File: src/rtl/tick_timer_if.sv
// ---------------------------------------------------------------------------
// tick_timer_if
//   Groups the control and status signals of tick_timer into a single bundle.
//   The master side (controller / testbench) drives the requests, and the
//   slave side (the timer) returns the pulse and status.
//
//   Signals:
//     start     master->slave  arm / re-arm the timer
//     interrupt master->slave  cancel a running timer
//     delay     master->slave  requested delay in cycles (0 selects the default)
//     periodic  master->slave  0 one-shot, 1 auto-reload
//     pause     master->slave  hold the count (used only when the timer is
//                              built with TICK_TIMER_PAUSE_EN)
//     out       slave->master  one-cycle expiry pulse
//     busy      slave->master  timer armed and counting
//     count     slave->master  cycles remaining until expiry, 0 when idle
// ---------------------------------------------------------------------------
interface tick_timer_if #(
  parameter int WIDTH = 6
);
  logic             start;
  logic             interrupt;
  logic [WIDTH-1:0] delay;
  logic             periodic;
  logic             pause;
  logic             out;
  logic             busy;
  logic [WIDTH-1:0] count;

  modport master (
    output start, interrupt, delay, periodic, pause,
    input  out, busy, count
  );

  modport slave (
    input  start, interrupt, delay, periodic, pause,
    output out, busy, count
  );
endinterface

File: src/rtl/tick_timer.sv
// ---------------------------------------------------------------------------
// tick_timer
//   Programmable delay timer for game-event timing (gravity/drop tick etc.).
//   A start request arms a down-counter with the requested delay (or
//   DEFAULT_DELAY when the request is 0). After that many clock edges the
//   timer emits a single-cycle pulse on out. In periodic mode the counter
//   reloads and keeps pulsing until it is cancelled or re-armed.
//
//   Parameters:
//     WIDTH          counter / delay width, maximum delay 2^WIDTH-1
//     DEFAULT_DELAY  delay used when the requested delay is 0
//
//   Ports:
//     clk      system clock, rising edge
//     reset_n  asynchronous active-low reset
//     bus      tick_timer_if.slave: start, interrupt, delay, periodic, pause
//              in; out, busy, count out
//
//   Build option:
//     TICK_TIMER_PAUSE_EN  when defined, pause=1 holds a running count.
//                          When undefined, pause is ignored and no hold
//                          logic is built.
// ---------------------------------------------------------------------------
module tick_timer #(
  parameter int WIDTH         = 6,
  parameter int DEFAULT_DELAY = 33
) (
  input  logic          clk,
  input  logic          reset_n,
  tick_timer_if.slave   bus
);

  localparam logic IDLE = 1'b0;
  localparam logic RUN  = 1'b1;

  localparam logic [WIDTH-1:0] DefaultDelayW = WIDTH'(DEFAULT_DELAY);
  localparam logic [WIDTH-1:0] CntOne        = WIDTH'(1);
  localparam logic [WIDTH-1:0] CntZero       = '0;

  logic             state_q,  state_d;
  logic [WIDTH-1:0] period_q, period_d;
  logic             mode_q,   mode_d;
  logic [WIDTH-1:0] cnt_q,    cnt_d;
  logic             out_q,    out_d;
  logic [WIDTH-1:0] eff_delay;
  logic             hold;

  assign eff_delay = (bus.delay == CntZero) ? DefaultDelayW : bus.delay;

`ifdef TICK_TIMER_PAUSE_EN
  assign hold = bus.pause;
`else
  logic unused_pause;
  assign unused_pause = bus.pause;
  assign hold         = 1'b0;
`endif

  // Next-state logic. start wins over interrupt, and both win over a hold
  // or an expiry falling on the same edge, so a re-arm at the expiry edge
  // swallows the pulse. The counter only ever steps down to 1; the expiry
  // edge then reloads or clears it, so it can never wrap.
  always_comb begin
    state_d  = state_q;
    period_d = period_q;
    mode_d   = mode_q;
    cnt_d    = cnt_q;
    out_d    = 1'b0;

    if (bus.start) begin
      period_d = eff_delay;
      mode_d   = bus.periodic;
      cnt_d    = eff_delay;
      state_d  = RUN;
    end else if (bus.interrupt) begin
      cnt_d   = CntZero;
      state_d = IDLE;
    end else if (state_q == RUN) begin
      if (hold) begin
        cnt_d = cnt_q;
      end else if (cnt_q > CntOne) begin
        cnt_d = cnt_q - CntOne;
      end else begin
        out_d = 1'b1;
        if (mode_q) begin
          cnt_d = period_q;
        end else begin
          cnt_d   = CntZero;
          state_d = IDLE;
        end
      end
    end else begin
      cnt_d = CntZero;
    end
  end

  always_ff @(posedge clk or negedge reset_n) begin
    if (!reset_n) begin
      state_q  <= IDLE;
      period_q <= CntZero;
      mode_q   <= 1'b0;
      cnt_q    <= CntZero;
      out_q    <= 1'b0;
    end else begin
      state_q  <= state_d;
      period_q <= period_d;
      mode_q   <= mode_d;
      cnt_q    <= cnt_d;
      out_q    <= out_d;
    end
  end

  assign bus.out   = out_q;
  assign bus.busy  = state_q;
  assign bus.count = cnt_q;

endmodule

File: src/flat_wrapper.sv
// flat-port wrapper written by rule: the top's interface ports become plain ports
module tick_timer_flat 
#(
  parameter int WIDTH         = 6,
  parameter int DEFAULT_DELAY = 33
)
  (clk, reset_n, bus_start, bus_interrupt, bus_delay, bus_periodic, bus_pause, bus_out, bus_busy, bus_count);
  tick_timer_if #(.WIDTH(WIDTH)) bus_i ();
  input  logic clk;
  input  logic reset_n;
  input wire logic [$bits(bus_i.start)-1:0] bus_start;
  input wire logic [$bits(bus_i.interrupt)-1:0] bus_interrupt;
  input wire logic [$bits(bus_i.delay)-1:0] bus_delay;
  input wire logic [$bits(bus_i.periodic)-1:0] bus_periodic;
  input wire logic [$bits(bus_i.pause)-1:0] bus_pause;
  output wire logic [$bits(bus_i.out)-1:0] bus_out;
  output wire logic [$bits(bus_i.busy)-1:0] bus_busy;
  output wire logic [$bits(bus_i.count)-1:0] bus_count;
  assign bus_i.start = bus_start;
  assign bus_i.interrupt = bus_interrupt;
  assign bus_i.delay = bus_delay;
  assign bus_i.periodic = bus_periodic;
  assign bus_i.pause = bus_pause;
  assign bus_out = bus_i.out;
  assign bus_busy = bus_i.busy;
  assign bus_count = bus_i.count;
  tick_timer #(.WIDTH(WIDTH), .DEFAULT_DELAY(DEFAULT_DELAY)) u_core (.clk(clk), .reset_n(reset_n), .bus(bus_i));
endmodule
File: config.mk
export PLATFORM = sky130hd
export DESIGN_NAME = tick_timer_flat
export DESIGN_NICKNAME = d
export VERILOG_FILES = /design/src/rtl/tick_timer_if.sv /design/src/rtl/tick_timer.sv /design/src/flat_wrapper.sv
export SDC_FILE = /design/constraint.sdc
export NUM_CORES = 1
export LEC_CHECK = 0
export BUFFER_PORTS_ARGS = -buffer_cell sky130_fd_sc_hd__clkbuf_2
export CELL_PAD_IN_SITES_DETAIL_PLACEMENT = 0
export CELL_PAD_IN_SITES_GLOBAL_PLACEMENT = 1
export CORE_AREA = 8 8 57 59
export CTS_CLUSTER_SIZE = 25
export DETAILED_ROUTE_END_ITERATION = 8
export DIE_AREA = 0 0 65 67
export PLACE_DENSITY = 0.72
export SETUP_SLACK_MARGIN = 0.15
export SYNTH_ARGS = -nofsm -noshare
export SYNTH_HDL_FRONTEND = slang
export SYNTH_SLANG_ARGS = --single-unit
File: constraint.sdc
create_clock -name clk -period 2.4 [get_ports clk]
set_clock_uncertainty 0.1 [all_clocks]
set_input_delay 0 -clock clk [delete_from_list [all_inputs] [get_ports clk]]
set_output_delay 0 -clock clk [all_outputs]
set_load 0.01 [all_outputs]
==> out/results.ini <==
[setup_path]
reg2reg_slack_ps = 580
critPathLaunch = u_core.bus.count[3]
worstSetupStartpointType = flip-flop
path_cells = or4_4 > or4_1 > o211ai_1
crit_fanout = 6
cp-end-kind = flip-flop
critical_path_at_ps = 1920
crit_required_ps = 2500
timing.setup.critical_path_class = flip-flop to flip-flop
ff_to_ff_start = u_core.bus.count[3]
critical_path.top_delay_family = simple AND/OR/NAND/NOR gates
worst-path-buf-inv = 0
worst_r2r_endpoint = u_core.bus.count[3]
slowest_stage = sky130_fd_sc_hd__or4_4
critPathMaxStageDelay_ps = 600
reg2regPathDepth = 3

[detailed_routing]
via_count = 719
routed_via_density = 5.099
routed_wl_mm = 1.928
drt_iter0_markers = 28
post_drt_wl_per_cell_um = 13.67
antenna_left = 0
dr.pass1.iters = 4
drt_drc_violations_left = 0

[die]
boundaryPins = 20
floorplan.die_area_um2 = 4355
start_util = 0.3323
fp.dieH_um = 67
core_area_um2 = 2365
num_rows = 18
die_width_um = 65

[clock_tree]
clkSinkCount = 15
cts_bufs_inserted = 3
cts.reportedPaths.clkPinSlew_ps = 90
tritoncts = built
cts_htree_levels = 1
clk_root_buffer_cell = sky130_fd_sc_hd__clkbuf_4
cts_post_setup_buffers_inserted = 0
worst_skew_pair.late_latency_ps = 280
cts-root-to-sink-buffers = 2
cts-resized-gates = 0

[power]
cellLeakagePower_uw = 0.0004592
intPower_uw = 401.8
comb_power_share = 0.235
p_sw_uw = 177.8
total_power_uw = 579.6
power_switching_share = 0.3067
seq_power_share = 0.517
clkPwrFrac = 0.249
power.density_cell_area_nw_per_um2 = 569.1
peakVddDrop_mv = 0.2452

[yosys]
synthesis.yosys.warnings = 0
synth_unique_cells = 27
count_of_flip_flops_with_a_built_in_enable_after_synthesis = 0
syn-cell-area_um2 = 785.8
synth_sequential_area_ratio = 0.4777
syn-instance-count = 82
synthesis.nets = 96
syn_area_per_cell_um2 = 9.582
asyncSetResetFlopFracSynth = 1.000
yosys_register_bits = 15
synth_top_flop_cell = sky130_fd_sc_hd__dfrtp_1

[placed_design]
numPortBuffers = 18
globalplace.congestion = 0.7510
post-dp-hpwl_mm = 1.490

[finish]
multiInputGateArea_um2 = 361.6
fraction_of_layout_instances_using_a_drive_strength_above_1 = 0.2432
filler_cell_count = 264
final_common_cell = sky130_fd_sc_hd__clkbuf_2
layout_common_cells = 18 x sky130_fd_sc_hd__clkbuf_2, 15 x sky130_fd_sc_hd__dfrtp_1, 10 x sky130_fd_sc_hd__inv_1, 9 x sky130_fd_sc_hd__nand2_1, 9 x sky130_fd_sc_hd__dlygate4sd3_1
syn_to_final_growth_pct = 29.62
layout.nets = 126
ff_latch_area_um2 = 375.4
n_antenna_cell = 0

[global_routing]
grt_antenna_before_repair = 0
grt_max_degree = 17
grt_pass1_wl_mm = 3.484
grt_pass1_vias = 723
grt_overflow_total = 0
global_route.usage.total = 0.1019

[timing]
fmax_achieved_mhz = 549.9
setup_viol = 0
rsz_0062_raised_after_global_routing = false
total_neg_setup_slack_ps = 0
report.final.slew_viol_count = 0
tightestPinTransition_ps = 515.2
final_hold_vios = 0
timing.final.crit_period_ps = 1819
worst_slew_margin_rel = 0.6533
final.period_utilization = 0.7578
finalHoldWorstSlack_ps = 26.71

[flow_run]
max-cap-violations = 0

[worst_hold_path]
hold_path.startpoint = bus_start
min_delay_path_depth = 2
worst_hold_path_type = input pin to flip-flop
min_delay_worst_endpoint = u_core.period_q[0]

[status]
run_status = finished clean

[kinds of logic after synthesis]
kind of cell,count (synthesis),share of synthesized area
AO/OA/AOI/OAI,21,0.1768
XOR/XNOR,3,0.03345
adder cells (fa/ha/maj),2,0.03184
buffers and inverters,12,0.06211
flip-flops,15,0.4777
multiplexers,1,0.01433
AND/OR/NAND/NOR,28,0.2038
[flip-flops by register name, indices dropped and copies added, names as in the netlist]
name              flops
u_core.period_q       6
u_core.bus.out        1
u_core.bus.count      6
u_core.mode_q         1
u_core.bus.busy       1
[power groups by stage]
stage | Sequential [uW] | Combinational (uW) | Clock [uW]
after CTS | 300 | 137 | 150
after floorplan | 304 | 75.1 | 0
final | 299 | 136 | 144
after global placement | 304 | 123 | 0
after detailed placement | 305 | 125 | 0
after global routing | 305 | 153 | 158
[worst max path at each step]
stage                          endpoint  slack, ps  depth (start not counted)
floorplan           u_core.bus.count[4]        640                          3
global placement    u_core.bus.count[3]        620                          3
detailed placement  u_core.bus.count[3]        600                          3
CTS                 u_core.bus.count[3]        580                          3
global route        u_core.bus.count[4]        510                          3
finish              u_core.bus.count[3]        580                          3
[worst reg2reg max path: stages, from the launching register on]
cell and delay, ps:
sky130_fd_sc_hd__dfrtp_1 440, sky130_fd_sc_hd__or4_4 600, sky130_fd_sc_hd__or4_1 480, sky130_fd_sc_hd__o211ai_1 110
[repair_timing]
action | CTS | global route
endpoints found under the setup margin | 0 | 0
hold buffers | 9 | 0
hold endpoints to repair | 30 | 0
[final cells by class]
type / count / share of cell area
Inverter: 10 / 0.03685
Sequential cell: 15 / 0.3685
Clock buffer: 4 / 0.02580
Timing Repair Buffer: 27 / 0.1769
Multi-Input combinational cell: 55 / 0.3550
Tap cell: 30 / 0.03685
[synth_stat cells (2+ instances only)]
cell / count / share of area
sky130_fd_sc_hd__dfrtp_1: 15 / 0.48
sky130_fd_sc_hd__inv_1: 10 / 0.048
sky130_fd_sc_hd__nand2_1: 9 / 0.043
sky130_fd_sc_hd__o211ai_1: 7 / 0.067
sky130_fd_sc_hd__o21ai_0: 5 / 0.032
sky130_fd_sc_hd__a21oi_1: 4 / 0.025
sky130_fd_sc_hd__nor2_1: 4 / 0.019
sky130_fd_sc_hd__nand3_1: 3 / 0.019
sky130_fd_sc_hd__nor4_1: 3 / 0.024
sky130_fd_sc_hd__ha_1: 2 / 0.032
sky130_fd_sc_hd__o221ai_1: 2 / 0.022
sky130_fd_sc_hd__or4_1: 2 / 0.019
sky130_fd_sc_hd__xnor2_1: 2 / 0.022
[layer usage]
metal / vias up / global-route usage / share of wire
met2: 25 / 0.1491 / 0.43
li1: 357 / - / -
met5: - / 0 / 0
met1: 333 / 0.1335 / 0.49
met4: 0 / 0.04905 / 0.014
met3: 4 / 0.03020 / 0.058
[stage by stage]
| stage | worst slack (ps) | instances | area (um2) | utilization |
|---|---|---|---|---|
| after floorplan | 644.5 | 82 | 785.8 | - |
| after global placement | 615.5 | 128 | 902.1 | 0.3815 |
| after detailed placement | 595.4 | 128 | 902.1 | 0.3815 |
| after CTS | 577.9 | 141 | 1018 | 0.4307 |
| after global routing | 511.4 | 141 | 1018 | 0.4307 |
| final | 581.4 | 141 | 1018 | 0.4307 |
Note: power is estimated with default switching activity, not from simulation.
